<file path="config.mk">
export PLATFORM = sky130hd
export DESIGN_NAME = ds1302_bus_arbiter_flat
export DESIGN_NICKNAME = d
export VERILOG_FILES = /design/src/rtl/ds1302_bus_arbiter_if.sv /design/src/rtl/ds1302_bus_arbiter.sv /design/src/flat_wrapper.sv
export SDC_FILE = /design/constraint.sdc
export NUM_CORES = 1
export LEC_CHECK = 0
export CELL_PAD_IN_SITES_DETAIL_PLACEMENT = 1
export CELL_PAD_IN_SITES_GLOBAL_PLACEMENT = 2
export CORE_UTILIZATION = 35
export DETAILED_ROUTE_END_ITERATION = 6
export PLACE_DENSITY_LB_ADDON = 0.1
export SLEW_MARGIN = 20
export SYNTH_ARGS = -nofsm -noshare
export SYNTH_HDL_FRONTEND = slang
export SYNTH_SLANG_ARGS = --single-unit
export TNS_END_PERCENT = 20
</file>
<file path="constraint.sdc">
create_clock -name clk -period 2.3 [get_ports clk]
set_clock_uncertainty 0.1 [all_clocks]
set_input_delay 0.46 -clock clk [delete_from_list [all_inputs] [get_ports clk]]
set_output_delay 0.46 -clock clk [all_outputs]
set_load 0.02 [all_outputs]
</file>
<file path="src/rtl/ds1302_bus_arbiter_if.sv">
// ds1302_bus_arbiter_if: request, engine and DS1302 bus signals
// of the arbiter; master is the arbiter side.
interface ds1302_bus_arbiter_if;
  logic       rdReq;
  logic       wrReq;
  logic [7:0] wrAddr;
  logic [7:0] wrData;
  logic       wrReady;
  logic       wrDrop;
  logic       rdEn;
  logic       rdDone;
  logic       rdCe;
  logic       rdIoDir;
  logic       rdOut;
  logic       wrEn;
  logic [7:0] wrAddrOut;
  logic [7:0] wrDataOut;
  logic       wrDone;
  logic       wrCe;
  logic       wrIoDir;
  logic       wrOut;
  logic       ce;
  logic       dsOe;
  logic       dsOut;
  logic       busy;
  logic       timeoutErr;

  modport master (
    input  rdReq, wrReq, wrAddr, wrData,
    input  rdDone, rdCe, rdIoDir, rdOut,
    input  wrDone, wrCe, wrIoDir, wrOut,
    output wrReady, wrDrop, rdEn, wrEn,
    output wrAddrOut, wrDataOut,
    output ce, dsOe, dsOut, busy, timeoutErr
  );

  modport slave (
    output rdReq, wrReq, wrAddr, wrData,
    output rdDone, rdCe, rdIoDir, rdOut,
    output wrDone, wrCe, wrIoDir, wrOut,
    input  wrReady, wrDrop, rdEn, wrEn,
    input  wrAddrOut, wrDataOut,
    input  ce, dsOe, dsOut, busy, timeoutErr
  );
endinterface

</file>
<file path="src/rtl/ds1302_bus_arbiter.sv">
// ds1302_bus_arbiter: shares the DS1302 3-wire bus between the
// read and write engines. Option macro: DS1302_ARB_RETRY_EN.
module ds1302_bus_arbiter #(
  parameter int unsigned GAP_CYCLES     = 400,
  parameter int unsigned TIMEOUT_CYCLES = 2000000
) (
  input  logic clk,
  input  logic rst,
  ds1302_bus_arbiter_if.master bus
);
  typedef enum logic [1:0] {
    S_IDLE, S_WAIT_WR, S_WAIT_RD, S_GAP
  } state_t;

  localparam logic [20:0] TO_LAST  = 21'(TIMEOUT_CYCLES - 1);
  localparam logic [8:0]  GAP_LAST = 9'(GAP_CYCLES - 1);

  state_t      r_state, w_next;
  logic [20:0] r_to_cnt;
  logic [8:0]  r_gap_cnt;
  logic        r_wr_pend, r_wr_ready, r_wr_drop;
  logic [7:0]  r_buf_addr, r_buf_data;
  logic [7:0]  r_addr_out, r_data_out;
  logic        r_wr_en, r_rd_en, r_rd_pend, r_to_err;

  logic w_in_wait, w_own_done, w_abort;
  logic w_start_wr, w_start_rd;

  assign w_in_wait  = (r_state == S_WAIT_WR) ||
                      (r_state == S_WAIT_RD);
  assign w_own_done = ((r_state == S_WAIT_WR) && bus.wrDone) ||
                      ((r_state == S_WAIT_RD) && bus.rdDone);
  assign w_abort    = w_in_wait && !w_own_done &&
                      (r_to_cnt == TO_LAST);
  assign w_start_wr = (r_state == S_IDLE) && r_wr_pend;
  assign w_start_rd = (r_state == S_IDLE) && !r_wr_pend &&
                      r_rd_pend;

`ifdef DS1302_ARB_RETRY_EN
  logic r_buf_retry, r_cur_retry;
  logic w_retry;
  assign w_retry = w_abort && (r_state == S_WAIT_WR) &&
                   !r_cur_retry;
`endif

  // State register.
  always_ff @(posedge clk or negedge rst) begin
    if (!rst) r_state <= S_IDLE;
    else      r_state <= w_next;
  end

  // Next state: writes win, owner done or timeout ends a wait.
  always_comb begin
    w_next = r_state;
    unique case (r_state)
      S_IDLE: begin
        if (r_wr_pend)      w_next = S_WAIT_WR;
        else if (r_rd_pend) w_next = S_WAIT_RD;
      end
      S_WAIT_WR, S_WAIT_RD: begin
        if (w_own_done || w_abort) w_next = S_GAP;
      end
      S_GAP: begin
        if (r_gap_cnt == GAP_LAST) w_next = S_IDLE;
      end
      default: w_next = S_IDLE;
    endcase
  end

  // Timeout counter (saturating, zero outside WAIT) and gap counter.
  always_ff @(posedge clk or negedge rst) begin
    if (!rst) begin
      r_to_cnt  <= '0;
      r_gap_cnt <= '0;
    end else begin
      if (!w_in_wait)          r_to_cnt <= '0;
      else if (r_to_cnt != '1) r_to_cnt <= r_to_cnt + 21'd1;
      if (r_state != S_GAP)    r_gap_cnt <= '0;
      else                     r_gap_cnt <= r_gap_cnt + 9'd1;
    end
  end

  // Read request coalescing and read engine start pulse.
  always_ff @(posedge clk or negedge rst) begin
    if (!rst) begin
      r_rd_pend <= 1'b0;
      r_rd_en   <= 1'b0;
    end else begin
      r_rd_en <= w_start_rd;
      if (w_start_rd) r_rd_pend <= 1'b0;
      if (bus.rdReq)  r_rd_pend <= 1'b1;
    end
  end

  // Write buffer, write engine launch, drop and abort pulses.
  always_ff @(posedge clk or negedge rst) begin
    if (!rst) begin
      r_wr_pend   <= 1'b0;
      r_wr_ready  <= 1'b1;
      r_wr_drop   <= 1'b0;
      r_wr_en     <= 1'b0;
      r_to_err    <= 1'b0;
      r_buf_addr  <= '0;
      r_buf_data  <= '0;
      r_addr_out  <= '0;
      r_data_out  <= '0;
`ifdef DS1302_ARB_RETRY_EN
      r_buf_retry <= 1'b0;
      r_cur_retry <= 1'b0;
`endif
    end else begin
      r_wr_en   <= w_start_wr;
      r_wr_drop <= 1'b0;
      if (w_start_wr) begin
        r_addr_out <= r_buf_addr;
        r_data_out <= r_buf_data;
        r_wr_pend  <= 1'b0;
        r_wr_ready <= 1'b1;
      end
      if (bus.wrReq) begin
        if (r_wr_ready) begin
          r_buf_addr <= bus.wrAddr;
          r_buf_data <= bus.wrData;
          r_wr_pend  <= 1'b1;
          r_wr_ready <= 1'b0;
        end else begin
          r_wr_drop <= 1'b1;
        end
      end
`ifdef DS1302_ARB_RETRY_EN
      r_to_err <= w_abort && !w_retry;
      if (w_start_wr) r_cur_retry <= r_buf_retry;
      if (bus.wrReq && r_wr_ready) r_buf_retry <= 1'b0;
      // The aborted write takes the buffer back ahead of newer work.
      if (w_retry) begin
        r_buf_addr  <= r_addr_out;
        r_buf_data  <= r_data_out;
        r_wr_pend   <= 1'b1;
        r_wr_ready  <= 1'b0;
        r_buf_retry <= 1'b1;
        if (r_wr_pend || bus.wrReq) r_wr_drop <= 1'b1;
      end
`else
      r_to_err <= w_abort;
`endif
    end
  end

  // Bus mux: only the registered owner reaches CE and the data line.
  always_comb begin
    bus.ce    = 1'b0;
    bus.dsOe  = 1'b0;
    bus.dsOut = 1'b0;
    unique case (r_state)
      S_WAIT_WR: begin
        bus.ce    = bus.wrCe;
        bus.dsOe  = bus.wrIoDir;
        bus.dsOut = bus.wrOut;
      end
      S_WAIT_RD: begin
        bus.ce    = bus.rdCe;
        bus.dsOe  = bus.rdIoDir;
        bus.dsOut = bus.rdOut;
      end
      default: ;
    endcase
  end

  assign bus.wrReady    = r_wr_ready;
  assign bus.wrDrop     = r_wr_drop;
  assign bus.rdEn       = r_rd_en;
  assign bus.wrEn       = r_wr_en;
  assign bus.wrAddrOut  = r_addr_out;
  assign bus.wrDataOut  = r_data_out;
  assign bus.busy       = (r_state != S_IDLE);
  assign bus.timeoutErr = r_to_err;
endmodule
</file>
<file path="src/flat_wrapper.sv">
// flat-port wrapper written by rule: the top's interface ports become plain ports
module ds1302_bus_arbiter_flat 
#(
  parameter int unsigned GAP_CYCLES     = 400,
  parameter int unsigned TIMEOUT_CYCLES = 2000000
)
  (clk, rst, bus_rdReq, bus_wrReq, bus_wrAddr, bus_wrData, bus_rdDone, bus_rdCe, bus_rdIoDir, bus_rdOut, bus_wrDone, bus_wrCe, bus_wrIoDir, bus_wrOut, bus_wrReady, bus_wrDrop, bus_rdEn, bus_wrEn, bus_wrAddrOut, bus_wrDataOut, bus_ce, bus_dsOe, bus_dsOut, bus_busy, bus_timeoutErr);
  ds1302_bus_arbiter_if bus_i ();
  input  logic clk;
  input  logic rst;
  input wire logic [$bits(bus_i.rdReq)-1:0] bus_rdReq;
  input wire logic [$bits(bus_i.wrReq)-1:0] bus_wrReq;
  input wire logic [$bits(bus_i.wrAddr)-1:0] bus_wrAddr;
  input wire logic [$bits(bus_i.wrData)-1:0] bus_wrData;
  input wire logic [$bits(bus_i.rdDone)-1:0] bus_rdDone;
  input wire logic [$bits(bus_i.rdCe)-1:0] bus_rdCe;
  input wire logic [$bits(bus_i.rdIoDir)-1:0] bus_rdIoDir;
  input wire logic [$bits(bus_i.rdOut)-1:0] bus_rdOut;
  input wire logic [$bits(bus_i.wrDone)-1:0] bus_wrDone;
  input wire logic [$bits(bus_i.wrCe)-1:0] bus_wrCe;
  input wire logic [$bits(bus_i.wrIoDir)-1:0] bus_wrIoDir;
  input wire logic [$bits(bus_i.wrOut)-1:0] bus_wrOut;
  output wire logic [$bits(bus_i.wrReady)-1:0] bus_wrReady;
  output wire logic [$bits(bus_i.wrDrop)-1:0] bus_wrDrop;
  output wire logic [$bits(bus_i.rdEn)-1:0] bus_rdEn;
  output wire logic [$bits(bus_i.wrEn)-1:0] bus_wrEn;
  output wire logic [$bits(bus_i.wrAddrOut)-1:0] bus_wrAddrOut;
  output wire logic [$bits(bus_i.wrDataOut)-1:0] bus_wrDataOut;
  output wire logic [$bits(bus_i.ce)-1:0] bus_ce;
  output wire logic [$bits(bus_i.dsOe)-1:0] bus_dsOe;
  output wire logic [$bits(bus_i.dsOut)-1:0] bus_dsOut;
  output wire logic [$bits(bus_i.busy)-1:0] bus_busy;
  output wire logic [$bits(bus_i.timeoutErr)-1:0] bus_timeoutErr;
  assign bus_i.rdReq = bus_rdReq;
  assign bus_i.wrReq = bus_wrReq;
  assign bus_i.wrAddr = bus_wrAddr;
  assign bus_i.wrData = bus_wrData;
  assign bus_i.rdDone = bus_rdDone;
  assign bus_i.rdCe = bus_rdCe;
  assign bus_i.rdIoDir = bus_rdIoDir;
  assign bus_i.rdOut = bus_rdOut;
  assign bus_i.wrDone = bus_wrDone;
  assign bus_i.wrCe = bus_wrCe;
  assign bus_i.wrIoDir = bus_wrIoDir;
  assign bus_i.wrOut = bus_wrOut;
  assign bus_wrReady = bus_i.wrReady;
  assign bus_wrDrop = bus_i.wrDrop;
  assign bus_rdEn = bus_i.rdEn;
  assign bus_wrEn = bus_i.wrEn;
  assign bus_wrAddrOut = bus_i.wrAddrOut;
  assign bus_wrDataOut = bus_i.wrDataOut;
  assign bus_ce = bus_i.ce;
  assign bus_dsOe = bus_i.dsOe;
  assign bus_dsOut = bus_i.dsOut;
  assign bus_busy = bus_i.busy;
  assign bus_timeoutErr = bus_i.timeoutErr;
  ds1302_bus_arbiter #(.GAP_CYCLES(GAP_CYCLES), .TIMEOUT_CYCLES(TIMEOUT_CYCLES)) u_core (.clk(clk), .rst(rst), .bus(bus_i));
endmodule
</file>
# Word level (Yosys, flattened, before mapping)
# Index checks and enable logic that the tools add are counted.
# word_totals
ff_bits	71
inputBits	28
out_inout_bits	25
word_cells	66
# classes
addsub	2
eq_ne	11
mux	21
reduce_logical	18
# op_table
cell	count
$mux W21	2
$add A21 B1 Y21 const B	1
$eq A21 B21 Y1 const B	1
$ne A21 B21 Y1 const B	1
$mux W1	10
$add A9 B1 Y9 const B	1
$eq A9 B9 Y1 const B	1
$mux W9	1
$mux W2	4
$logic_and A1 B1 Y1	7
$pmux W1 S2	3
$pmux W2 S3	1
$eq A2 B2 Y1 const B	2
$ne A2 B1 Y1 const B	2
$ne A2 B2 Y1 const B	2
$reduce_bool A2 Y1	2
$logic_or A1 B1 Y1	3
$ne A3 B1 Y1 const B	1
$reduce_and A3 Y1	1
$eq A2 B1 Y1 const B	1
$logic_not A1 Y1	2
$logic_not A2 Y1	1
$reduce_and A2 Y1	1
$reduce_or A2 Y1	1

# Logic depth before layout (Yosys ltp)
# Gate-level depths: netlist (run 1).
# logic_depth
word_depth	9
depth_mapped	7

# Worst setup path after synthesis (run 1)
# Ideal clock, no wire load.
# synth_timing
path_type	register -> output
start	register u_core.r_state[0]
end	output port bus_ce
arrival_time_ps	1489
required_time_ps	1740
slack_ps	251
stages_incl_launch_ff	7
cell_sequence	dfrtp_1 > inv_1 > ha_1 > inv_1 > buf_6 > clkbuf_1 > nor2_1
# synth_between
elab_chain_cells	2
elab_cells_between_ends	3
classes_between	eq/ne: 2; mux: 1
# synth_lines
item	line	text
start: declaration	ds1302_bus_arbiter.sv:18	state_t r_state, w_next;
start signal: assignment	ds1302_bus_arbiter.sv:49	else r_state <= w_next;
$eq A2 B2 Y1 or $eq A2 B1 Y1 (tied branches)	ds1302_bus_arbiter.sv:154	unique case (r_state)
$pmux W1 S2 *	ds1302_bus_arbiter.sv:154	
end: declaration	flat_wrapper.sv:29	output wire logic [$bits(bus_i.ce)-1:0] bus_ce;
# Every way passes the cells marked *; elsewhere a longest branch is shown, timed or not.

# Worst setup path after layout (run 1)
# layout_timing
start	register u_core.r_state[1]
end	output port bus_ce
# The elaborated chain is that of the path after synthesis.

==> results summary, run 1 <==
The top cell type by area accounts for 54.54% of the synthesized area. In the routed design, unresolved DRC markers number 8. The kind of path behind the tightest hold check is reg2reg. The remaining max-slew budget at the tightest pin is 63.57%.

The slowest library cell on the worst path is sky130_fd_sc_hd__dfrtp_1. The data arrival at the endpoint of the critical path is 1660 ps. The number of iterations in the first detailed-routing pass came out at 6. The share of power burned in combinational logic came out at 3.3%. The run finished, with violations left. The setup-violating endpoint count in the final report came out at 0.

The completed layout was analyzed and its total power is 2.429 mW. The power per standard cell area is 584.6 nW/um2. The number of nets in the synthesized netlist came out at 306. The clock-pin slew on the worst setup and hold paths is 70 ps. Dividing the detail-routed via count by the number of cells gives roughly 5.0. The total global routing overflow is 0. The floorplan row count is 34. sky130_fd_sc_hd__dfrtp_1 takes more of the synthesized area than any other cell.

Yosys attributes the largest share of cell area to sky130_fd_sc_hd__dfrtp_1 (55%), sky130_fd_sc_hd__mux2_2 (11%), sky130_fd_sc_hd__xnor2_1 (3.0%). The switching power came out at 0.5227 mW. The number of slew-limit violations in the final report is 0.

The worst-skew pair later-pin latency came out at 350 ps. The final critical path takes up a little under 100% of the cycle. The final layout contains routed wiring with a total length of 7.118 mm.

The die is 97.80 um wide. The tree is rooted in a sky130_fd_sc_hd__clkbuf_8. The area of the mapped netlist is 3212 um2. Across the run, the number of max-cap violations was 0.

Together, buffers and inverters on the worst path number 3. The library cell used most frequently in the layout, excluding fill and tap cells, is sky130_fd_sc_hd__dfrtp_1. Setup repair after global routing could not meet its margin everywhere. The H-tree level count is 3. In this run, synthesis inferred 0 flip-flops with an integrated enable. The unique cell type count in the Yosys netlist is between 40 and 50. The transition time of the tightest slew-check pin came out at 538.9 ps. The number of standard cells after synthesis is 271.

The maximum clock rate came out at 451.2 MHz. The post-DP HPWL came out at 4.972 mm. The share of final-layout standard cells stronger than drive strength 1 came out at 20.81%. Traced cell by cell, the critical path runs through inv_1 -> ha_1 -> inv_1 -> nor2_1 -> clkdlybuf4s15_1. The die footprint is about 9600 um2. Compared with the post-synthesis result, the final layout area differs by 29.37%.

Post-CTS timing repair inserted 0 buffers for setup. The biggest cell delay along the critical path came out at 390 ps. The share of flip-flops with an asynchronous set or reset came out at 100.0%. The leakage power came out at 1.866 nW.

The final hold violation count came out at 0. The critical path in this run is classified as reg2out. The pin count of the biggest net entering global routing came out at 33. The part of the total power dissipated in the clock network is 45.3%. The final critical-path required period is 2216 ps. The wire length of the first global-routing pass is 12.43 mm. The detailed router's first-iteration violation count is 57. The peak fanout along the critical path came out at 4. In this run, synthesis produced a sequential element count of 71. The sequential fraction of design power came out at 51.4%. Buffers inserted during clock tree synthesis total 9. In this run the mean area of a mapped cell was 11.85 um2. The initial core utilization is around 36%. In the layout the commonest cells are sky130_fd_sc_hd__dfrtp_1 (70), sky130_fd_sc_hd__clkdlybuf4s50_1 (47), sky130_fd_sc_hd__mux2_2 (32). The sort of element at the end of the critical path is an output port. Counting stages on the worst path, the most repeated cell is sky130_fd_sc_hd__inv_1. TritonCTS built the clock tree. The total global-route track usage is 16.66%.

The total I/O pin count came out at 53. The critical path launch point type is a flip-flop. At the end of the flow, the number of nets in the layout was 376. The fraction of power spent switching nets came out at 21.52%. The initial antenna violation count is 0. The critical path required time is about 1700 ps. The yosys synthesis warning count is 0. The die boundary height came out at 97.80 um. The number of global-route vias before repair came out at 2448. The core outline area came out at 8806 um2. The count of nets left with antenna violations once routing finished came out at 0. The cell family with the largest share of critical-path delay is buffers and inverters. The cell-internal power came out at 1.907 mW. The sequential share of the synthesized area came out at about 55%. In the final timing run, aggregate negative setup slack is 0 ps.

Across all layers, the routed design uses between 2000 and 2500 vias. The global placer's final weighted congestion is 0.7352. The final reports fail on DRC. The routed length per placed instance came out at between 15 and 20 um. 0 antenna diodes ended up in the layout. The clock passes through at most 2 buffers. The number of sinks handled by clock tree synthesis came out at 71. IR analysis of the VDD net gives a maximum drop of about 300 uV. The number of port buffers is 52. The most used flip-flop cell after synthesis is sky130_fd_sc_hd__dfrtp_1.
[logic make-up (layout without fill, tap and decap cells)]
| family | after synthesis | after routing | share of synthesized area [%] |
|---|---|---|---|
| adder cells (fa/ha/maj) | 7 | 7 | 2.727 |
| multiplexers | 37 | 37 | 12.78 |
| flip-flops | 71 | 71 | 55.36 |
| XOR/XNOR | 15 | 15 | 4.090 |
| buffers and inverters | 17 | 92 | 2.415 |
| AO/OA/AOI/OAI | 35 | 35 | 7.129 |
| AND/OR/NAND/NOR | 89 | 89 | 15.50 |
[sequential cells by signal, summed over array words and instances, names as in the netlist, 2 cells and up]
register,cells
u_core.r_to_cnt,21
u_core.r_gap_cnt,9
u_core.bus.wrAddrOut,8
u_core.bus.wrDataOut,8
u_core.r_buf_addr,8
u_core.r_buf_data,8
u_core.r_state,2
[final timing paths]
kind                                           from  slack (ps)                       to  cells after the start
worst min-delay path            u_core.r_gap_cnt[0]         390      u_core.r_gap_cnt[0]                      1
worst min register to register  u_core.r_gap_cnt[0]         390      u_core.r_gap_cnt[0]                      1
worst max-delay path              u_core.r_state[1]          80                   bus_ce                      5
min in group asynchronous                       rst         520  u_core.bus.wrAddrOut[4]                      2
max in group asynchronous                       rst         920      u_core.r_to_cnt[12]                      3
worst max register to register  u_core.r_to_cnt[14]         130        u_core.r_state[0]                      5
[power groups by stage]
stage,clock network [mW],registers (mW),logic [mW]
2_1_floorplan,0,1.27,0.000946
3_3_place_gp,0,1.27,0.0810
3_5_place_dp,0,1.27,0.0813
4_1_cts,1.15,1.25,0.0831
5_1_grt,1.19,1.25,0.0900
6_report,1.10,1.25,0.0795
[cells in the mapped netlist (all sizes together) (3+ instances only)]
cell type,number
mux2i,5
clkbuf,4
nor2b,6
buf,3
nand2,18
a31oi,3
and3,4
nand3,11
nand4,8
o21a,3
nor2,19
dfrtp,70
a22oi,4
mux2,32
xnor2,11
inv,9
nor4b,3
and2,5
xor2,4
ha,7
o21ai,7
a31o,4
a21oi,10
[layout make-up]
type,count,area (um2)
fill,968,4651
sequential,71,1778
multi-input combinational,183,1356
timing repair buffer,67,631.9
tap,108,135.1
clock buffer,9,123.9
clock inverter,7,96.34
inverter,9,33.78
[per-stage QoR]
| stage | hold WS (ps) | utilization, % | area [um2] | setup slack [ps] | instances |
|---|---|---|---|---|---|
| finish | 388.0 | 47.19 | 4155 | 83.59 | 454 |
| CTS | 393.9 | 47.29 | 4164 | 0.3945 | 454 |
| global placement | 373.2 | 44.70 | 3936 | 48.76 | 437 |
| floorplan | 64.41 | - | 3212 | 250.9 | 271 |
| global route | 412.4 | 47.19 | 4155 | -39.24 | 454 |
| detailed placement | 372.7 | 44.70 | 3936 | 11.07 | 437 |
[timing repair]
action / in CTS / in global routing
hold buffers: 1 / 0
setup endpoints to repair: 4 / 3
resized for setup: 6 / 3
hold endpoints to repair: 19 / 0
[layer usage]
metal	track usage, %	wire length [um]	up-vias
li1	-	-	1099
met2	26.73	3409	29
met1	21.86	3305	1136
met5	0	0	-
met3	4.009	271	11
met4	6.410	131	0
(Power assumes the default switching activity.)
==> run 2: changes to the inputs <==
PLACE_DENSITY = 0.85   (was unset)
PLACE_DENSITY_LB_ADDON = unset   (was 0.1)
==> results summary, run 2 (synthesis results as in run 1) <==
The run finished, with violations left. The checks that failed: DRC. The number of iterations in the first detailed-routing pass is 7 (+1).

The number of CTS-inserted buffers came to 9 (unchanged). The library cell used most frequently in the layout, excluding fill and tap cells, is sky130_fd_sc_hd__dfrtp_1. The core outline area is 8806 um2 (unchanged). The fraction of power spent switching nets came out at 21.40% (-0.12 points).

The TritonCTS clock tree is built. The quantity of gates resized following cts is 4 (-2). The critical path required time was 1740 ps (about the same). The floorplan row count came out at 34 (unchanged). The area taken by multi-input logic gates came to 1359 um2 (+0.18%). The total global routing overflow came out at 0 (unchanged). The share of final-layout standard cells stronger than drive strength 1 is 20.35% (-0.46 points). Relative to the synthesized area, the layout overhead comes to 29.22%.

The number of fill cells is 946 (-2.3%). The maximum clock rate came out at 459.4 MHz (+1.8%). The setup-violating endpoint count in the final report came to 0 (unchanged). Leaving out fill and tap cells, the most frequent cells in the layout are sky130_fd_sc_hd__dfrtp_1 (70), sky130_fd_sc_hd__clkdlybuf4s50_1 (47), sky130_fd_sc_hd__mux2_2 (32). The pin count of the biggest net entering global routing came out at 72 (+120%). The global placer's final weighted congestion was 0.8152 (+11%). The transition time of the tightest slew-check pin is 604.4 ps (+65.53 ps).

The clock-pin slew on the worst setup and hold paths is 80 ps (about the same). On the critical path the largest part of the delay comes from buffers and inverters. The initial antenna violation count is 0 (unchanged).

The storage element area came out at 1778 um2 (unchanged). The ratio of routed vias to standard cells was 5.131 (+2.4%). The routed length per placed instance is 15.33 um (-2.3%). The total negative slack for setup checks is 0 ps (unchanged). The sort of element at the end of the critical path is an output port. The fraction of the cycle the final worst path needs was 94.64% (-1.7 points). The detailed router's first-iteration violation count came to 76 (+33%). The switching power is 0.5204 mW (-0.44%). Ranked by flip-flop count, first place goes to u_core.r_to_cnt. The total number of vias is 2319 (+1.9%). The H-tree level count was 3 (unchanged). The number of buffers and inverters on the critical path came out at 3 (unchanged).

The number of port buffers came out at 52 (unchanged). The count of max-cap constraint violations was 0 (unchanged). The number of buffers inserted by post-CTS setup repair was 0 (unchanged). The die boundary height came out at 97.80 um (unchanged).

STA classifies the critical path startpoint as a flip-flop. The cell-internal power is 1.912 mW (+0.26%). The remaining max-slew budget at the tightest pin came out at 59.14% (-4.4 points). The slowest library cell on the worst path is sky130_fd_sc_hd__dfrtp_1. The number of global-route vias before repair came to 2467 (+0.78%). The number of nets at the end of the flow came out at 374 (-0.53%).

The number of antenna repair diodes is 0 (unchanged). The biggest cell delay along the critical path came out at 400 ps (about the same). The total global-route track usage is 16.03% (-0.63 points). The die width is 97.80 um (unchanged). The cell with the most instances on the worst path is sky130_fd_sc_hd__inv_1. The peak fanout along the critical path is 4 (unchanged). The total I/O pin count is 53 (unchanged). The die footprint is 9564 um2 (unchanged). The flip-flop count of the largest register, all copies and words added came to 21 (unchanged). The number of slew-limit violations in the final report was 0 (unchanged). The leakage power came out at 1.863 nW (-0.21%). The largest registers in the layout are u_core.r_to_cnt (21), u_core.r_gap_cnt (9). The post-route non-filler standard cell count came out at 452 (-0.44%). The wire length of the first global-routing pass is 12.13 mm (-2.4%). The worst-skew pair later-pin latency came out at 340 ps (about the same). The maximum count of clock buffers along a single path was 2 (unchanged). Setup repair after global routing left no endpoint under its margin.

The maximum resistive drop on vdd is 348.7 uV (+17%). The post-route antenna net violation count is 0 (unchanged). By startpoint and endpoint, the worst setup path is classified as reg2out.

The min-delay analysis places its worst path in the category in2async. The post-detailed-routing wire length came to 6.927 mm (-2.7%). The final hold violation count came out at 0 (unchanged). The number of buffers inserted for hold repair after clock tree synthesis came to 0 (-1). The power per standard cell area is 586.0 nW/um2 (+0.23%).

The post-route worst setup slack came out at 123.2 ps (+39.64 ps). The data arrival at the endpoint of the critical path came out at 1620 ps (-40 ps). The share of power burned in combinational logic came out at 3.2% (about the same).

Traced cell by cell, the critical path runs through inv_1 -> ha_1 -> inv_1 -> nor2_1 -> dlygate4sd2_1. The worst setup timing slack at the placement stage is 33.04 ps (+21.98 ps). The number of instances in the placed design is 436 (-0.23%). Clock tree synthesis selected as its root buffer the cell sky130_fd_sc_hd__clkbuf_8. The sequential fraction of design power came out at 51.3% (about the same). The remaining routing DRC violations came to 6 (-2). The initial core utilization is 36.47% (unchanged).

The part of the total power dissipated in the clock network is 45.5% (+0.2 points). The final critical-path required period is 2177 ps (-39.64 ps). The post-DP HPWL is 4.805 mm (-3.4%). The number of sinks handled by clock tree synthesis came to 71 (unchanged).
[run 2: changes by cell type in the layout (fill, tap and decap cells not counted), sizes merged]
| cell | change |
|---|---|
| buf | -1 |
| dlygate4sd3 | -1 |
| dlygate4sd2 | +1 |
| clkdlybuf4s15 | +1 |
| clkinvlp | -2 |
| clkinv | +1 |
| clkbuf | -1 |
[run 2: power groups by stage]
| stage | Sequential [mW] | Combinational [mW] | Clock [mW] |
|---|---|---|---|
| final | 1.25 | 0.0770 | 1.11 |
| after global routing | 1.25 | 0.0854 | 1.21 |
| after CTS | 1.25 | 0.0800 | 1.14 |
| after detailed placement | 1.27 | 0.0798 | 0 |
| after floorplan | 1.27 | 0.000946 | 0 |
| after global placement | 1.27 | 0.0781 | 0 |
[run 2: area by class of cell]
cell class	instances	area share, %
multi-input cells	183	32.74
inverters	9	0.8140
clock buffers	10	3.075
clock inverters	6	2.261
well taps	108	3.256
repair buffers	65	15.01
flip-flops and latches	71	42.84
[run 2: stage by stage]
| stage | util [%] | power [mW] | instance area [um2] | hold slack (ps) |
|---|---|---|---|---|
| after global placement | 44.61 | 1.351 | 3929 | 371.2 |
| after CTS | 47.07 | 2.468 | 4145 | 45.95 |
| after global routing | 47.13 | 2.540 | 4150 | 59.59 |
| after floorplan | - | 1.276 | 3212 | 64.41 |
| after detailed placement | 44.61 | 1.353 | 3929 | 382.5 |
| final | 47.13 | 2.432 | 4150 | 16.36 |
[run 2: final timing paths]
| path | start | end | slack [ps] | cells past startpoint |
|---|---|---|---|---|
| max in group asynchronous | rst | u_core.bus.wrReady | 1710 | 2 |
| worst max-delay path | u_core.r_state[1] | bus_ce | 120 | 5 |
| worst min register to register | u_core.r_gap_cnt[0] | u_core.r_gap_cnt[0] | 380 | 1 |
| min in group clk | u_core.r_gap_cnt[0] | u_core.r_gap_cnt[0] | 380 | 1 |
| worst max register to register | u_core.r_to_cnt[11] | u_core.r_state[0] | 190 | 5 |
| worst min-delay path | rst | u_core.r_to_cnt[18] | 20 | 2 |
[run 2: routing by layer]
metal | global-route usage (%) | routed length, um
met1 | 21.30 | 3264
met2 | 25.91 | 3354
met3 | 3.150 | 227
met4 | 6.294 | 80
met5 | 0 | 0
